**config.mk**
```make
export PLATFORM = sky130hd
export DESIGN_NAME = rf_wb_arbiter
export DESIGN_NICKNAME = d
export VERILOG_FILES = /design/src/rtl/rf_wb_arbiter.sv
export SDC_FILE = /design/constraint.sdc
export NUM_CORES = 1
export LEC_CHECK = 0
export CELL_PAD_IN_SITES_DETAIL_PLACEMENT = 1
export CELL_PAD_IN_SITES_GLOBAL_PLACEMENT = 1
export CORE_MARGIN = 2
export CORE_UTILIZATION = 37
export CTS_CLUSTER_DIAMETER = 60
export DETAILED_ROUTE_END_ITERATION = 6
export PLACE_DENSITY = 0.86
export SYNTH_ARGS = -nofsm -noshare
export SYNTH_HDL_FRONTEND = slang
export SYNTH_SLANG_ARGS = --single-unit
```
**constraint.sdc**
```tcl
create_clock -name clk -period 7.3 [get_ports clk]
set_clock_uncertainty 0.1 [all_clocks]
set_input_delay 1.46 -clock clk [delete_from_list [all_inputs] [get_ports clk]]
set_output_delay 1.46 -clock clk [all_outputs]
set_load 0.005 [all_outputs]
```
**src/rtl/rf_wb_arbiter.sv**
```systemverilog
// ============================================================================
// Module  : rf_wb_arbiter
// Purpose : Round-robin writeback arbiter for the single RF write port, with
//           a registered output stage and a pending-write (RAW) scoreboard.
// Rev     : 1.0  initial release
// ============================================================================
`default_nettype none

module rf_wb_arbiter #(
  parameter int NREQ = 2,
  parameter int AW   = 5,
  parameter int DW   = 32
) (
  input  logic               clk,
  input  logic               rst,
  input  logic [NREQ-1:0]    req_valid_i,
  output logic [NREQ-1:0]    req_ready_o,
  input  logic [NREQ*AW-1:0] req_waddr_i,
  input  logic [NREQ*DW-1:0] req_wdata_i,
  output logic [AW-1:0]      waddr_o,
  output logic [DW-1:0]      wdata_o,
  output logic               RegWrite_o,
  input  logic               issue_valid_i,
  input  logic [AW-1:0]      issue_waddr_i,
  output logic               issue_ready_o,
  input  logic [AW-1:0]      raddr1_i,
  input  logic [AW-1:0]      raddr2_i,
  output logic               busy1_o,
  output logic               busy2_o
);

  localparam int PW = (NREQ > 1) ? $clog2(NREQ) : 1;
  localparam int NR = 1 << AW;

  logic [PW-1:0] rr_q, rr_d;
  logic [PW-1:0] idx_c;
  logic [PW-1:0] gidx_c;
  logic [NREQ-1:0] grant_c;
  logic          xfer_c;
  logic [AW-1:0] sel_waddr_c;
  logic [DW-1:0] sel_wdata_c;

  logic [AW-1:0] waddr_q;
  logic [DW-1:0] wdata_q;
  logic          regwrite_q;

  logic [NR-1:0] busy_q, busy_d;
  logic          issue_fire_c;

  // Rotating priority: scan from rr_q upward, wrapping at NREQ.
  always_comb begin
    grant_c = '0;
    gidx_c  = '0;
    idx_c   = '0;
    xfer_c  = 1'b0;
    for (int k = 0; k < NREQ; k++) begin
      idx_c = PW'((int'(rr_q) + k) % NREQ);
      if (!xfer_c && req_valid_i[idx_c]) begin
        grant_c[idx_c] = 1'b1;
        gidx_c         = idx_c;
        xfer_c         = 1'b1;
      end
    end
  end

  assign req_ready_o = grant_c;
  assign sel_waddr_c = req_waddr_i[int'(gidx_c)*AW +: AW];
  assign sel_wdata_c = req_wdata_i[int'(gidx_c)*DW +: DW];

  always_comb begin
    rr_d = rr_q;
    if (xfer_c) begin
      rr_d = (int'(gidx_c) == NREQ - 1) ? '0 : gidx_c + PW'(1);
    end
  end

  always_ff @(posedge clk or posedge rst) begin
    if (rst) begin
      rr_q       <= '0;
      waddr_q    <= '0;
      wdata_q    <= '0;
      regwrite_q <= 1'b0;
    end else begin
      rr_q <= rr_d;
      if (xfer_c) begin
        waddr_q    <= sel_waddr_c;
        wdata_q    <= sel_wdata_c;
        regwrite_q <= (sel_waddr_c != '0);
      end else begin
        regwrite_q <= 1'b0;
      end
    end
  end

  assign waddr_o    = waddr_q;
  assign wdata_o    = wdata_q;
  assign RegWrite_o = regwrite_q;

  assign issue_ready_o = (issue_waddr_i == '0) || !busy_q[issue_waddr_i];
  assign issue_fire_c  = issue_valid_i && issue_ready_o && (issue_waddr_i != '0);

  // Set is applied after clear so a same-edge issue keeps the register busy.
  always_comb begin
    busy_d = busy_q;
    if (regwrite_q) begin
      busy_d[waddr_q] = 1'b0;
    end
    if (issue_fire_c) begin
      busy_d[issue_waddr_i] = 1'b1;
    end
    busy_d[0] = 1'b0;
  end

  always_ff @(posedge clk or posedge rst) begin
    if (rst) begin
      busy_q <= '0;
    end else begin
      busy_q <= busy_d;
    end
  end

  assign busy1_o = busy_q[raddr1_i];
  assign busy2_o = busy_q[raddr2_i];

endmodule

`default_nettype wire

```
==> metrics.md <==
| Metric | Value |
|---|---|
| CP bufs+invs | 2 |
| Vias in the first global route | 4737 |
| Yosys warning count | 0 |
| Area fraction of the dominant cell type after synthesis | 40.9% |
| Max-Slew Margin vs Limit | 24.6% |
| Row cnt | 39 |
| Critical path class | primary input to output pin |
| Critical register-to-register path startpoint | rr_q$_DFFE_PP0P_ |
| Synth unique cells | 46 |
| CTS buffer count | 9 |
| Util after Layout | 53.2% |
| CP Launch Type | primary input |
| Worst Hold Launch | busy_q[14]$_DFF_PP0_ |
| Mapped Nets | 571 |
| Final period util | 81.2% |
| Clock Tree Buf Depth | 2 |
| Synth async-reset ratio | 100% |
| 1st-iter DRT viols | 253 |
| Switching Share | 32.1% |
| Hold path depth | 1 |
| DPL Wire Length | 11400 um |
| Status | finished clean |
| Worst-margin pin slew | 1.13 ns |
| HP Class | flip-flop to flip-flop |
| Critical Path AT | 4.37 ns |
| Routed vias | between 4000 and 5000 |
| Gr usage total | 25.8% |
| Area of the mapped netlist | 4280 sq um |
| ANT cells | 0 |
| Final Critical Period | 5.93 ns |
| Clock group share of total power | 30.7% |
| Area delta synth->final | 41.3% |
| Slew Viols, Final | 0 |
| Die outline area | 12400 sq um |
| Synth Register Bits | 70 |
| GP Congestion | 0.880 |
| Slowest CP cell | clkdlybuf4s50_1 |
| Nets | 694 |
| Synth top cells by count | o21ai_0, dfrtp_1, a21oi_1 |
| Combinational Power Share | between 30% and 40% |
| Peak Freq | 169 MHz |
| CP Launch Point | issue_waddr_i[1] |
| Crit path depth | 7 |
| Chip Height | 112 um |
| Worst Setup End Kind | output pin |
| CTS clk-pin slew, worst paths | 0.06 ns |
| Flop pwr share | 39.0% |
| CTS Hold Buffers Added | 0 |
| Synthesized area per cell | 8.97 sq um |
| IO Pins | 137 |
| Fill count | between 1000 and 1500 |
| H-tree Lvls | 3 |
| Most frequent CP cell | clkdlybuf4s50_1 |
| Sequential fraction of the synthesis area | 40.9% |
| Static leakage | 0.00231 uW |
| Pre-CTS setup slack | 1.42 ns |
| Number of port buffers | 136 |
| CP delay by family, top | buffers and inverters |
| Cell Chain, Critical Path | clkdlybuf4s50_1 -> mux2_4 -> a32o_1 -> a31oi_1 -> nand2_1 -> a211oi_1 -> clkdlybuf4s50_1 |
| Share of cells above drive strength 1 | between 9 and 10% |
| Power Density | 276 nW/um^2 |
| Die W | about 110 um |
| Dominant cells by area after synthesis | dfrtp_1, o21ai_0, a21oi_1 |
| Drt first pass iters | 4 |
| Synthesized instance count | 477 |
| Fin worst setup slack | 1.37 ns |
| Largest net degree at the start of global routing | 71 |
| Gr ovfl total | 0 |
| Fin area | 6050 sq um |
| DP Area | 5700 sq um |
| Area leader, netlist | dfrtp_1 |
| Clock Latency Late Sink | 0.33 ns |
| CTS tree | done |
| Internal power | 1130 uW |
| Setup Buffers After CTS | 0 |
| WL per Instance | 21.2 um |
| ANT nets after route | 0 |
| Clk root buf | clkbuf_16 |
| Remaining routing DRC violations | 0 |
| Routed WL | 15900 um |
| VDD IR max | 130 uV |
| Vias per cell | 5.85 |
| Ys flop type | dfrtp_1 |
| RSZ-0062 raised after global routing | false |
| Global-route wire length before repair | 25400 um |
| Final Hold Vio Count | 0 |
| Initial antenna violation count | 0 |
| Peak fanout along the critical path | 16 |
| Post-placement cell count | ~730 |
| Clock Sink Count | 70 |
| R2R depth | 7 |
| Max_cap viols | 0 |
| Setup TNS | 0 ns |
| Non-filler cells, final | between 700 and 800 |
| Final setup fails | 0 |
| Core footprint | 11400 sq um |
| Post-CTS sizing | 0 |
| Initial Util | around 38% |
| CP required | 5.74 ns |
| Most numerous cell in the Yosys netlist | o21ai_0 |
| Net switching power | 535 uW |
| CP max stage delay | 0.96 ns |
| Post-synth EDFFs | 0 |
==> power groups by stage <==
stage / sequential, uW / clock [uW] / combinational (uW)
after floorplan: 585 / 0 / 304
after global placement: 636 / 0 / 474
after detailed placement: 647 / 0 / 498
after CTS: 645 / 517 / 507
after global routing: 667 / 536 / 551
final: 650 / 512 / 505
==> per-layer routing <==
metal	GRT usage [%]	share of wire, %	vias to the layer above
met5	0	0	-
met4	8.56	2.2	0
met3	7.24	8.1	28
met2	45.3	51	191
met1	30.5	39	2160
li1	-	-	1998
==> cell families after synthesis <==
logic type	count (synthesis)	share of synthesized area [%]
multiplexers	37	13.6
flip-flops	70	40.9
buffers and inverters	35	4.01
AND/OR/NAND/NOR	148	18.1
AO/OA/AOI/OAI	187	23.4
==> per-stage QoR <==
stage	hold slack (ns)	total power, uW
after floorplan	0.378	889
after global placement	0.429	1110
after detailed placement	0.435	1150
after CTS	0.441	1670
after global routing	0.475	1750
final	0.436	1670
==> state kept, by name (all words and copies together) (netlist names) <==
signal and cells:
RegWrite_o 1, busy_q 31, rr_q 1, waddr_o 5, wdata_o 32
==> cells in the final DEF, fill, tap and decap left out, drive strengths merged <==
cell and count:
nand4 1, a31oi 1, and4bb 1, nand3b 7
nor2 20, a21boi 1, nand2b 35, o31ai 4
o21ai 96, nor2b 2, nor4 1, mux2 15
or3b 3, o22ai 5, inv 7, a211oi 1
dfrtp 70, or3 4, bufinv 3, clkdlybuf4s50 135
a221oi 2, mux4 15, nand2 52, nand3 6
clkinv 3, and4 1, nor3 2, buf 5
nor3b 3, or4 4, o211ai 2, or2 1
clkbuf 10, a2111oi 4, and3 4, a32o 2
o22a 1, a21oi 68, and2 1, mux2i 7
==> layout make-up <==
class,count,area [sq um],area share [%]
flip-flops and latches,70,1750,29.0
clock buffers,10,239,3.95
clock inverters,6,109,1.80
well taps,143,179,2.96
inverters,7,26.3,0.435
multi-input cells,372,2360,39.0
repair buffers,140,1390,22.9
==> final timing paths <==
path                       slack [ns]                      end
min in group asynchronous        1.64     busy_q[13]$_DFF_PP0_
min reg2reg                      0.44     busy_q[14]$_DFF_PP0_
max                              1.37            issue_ready_o
max in group asynchronous        4.87     busy_q[24]$_DFF_PP0_
min                              0.44     busy_q[14]$_DFF_PP0_
max reg2reg                      4.67  wdata_o[27]$_DFFE_PP0P_
(Power assumes the default switching activity.)
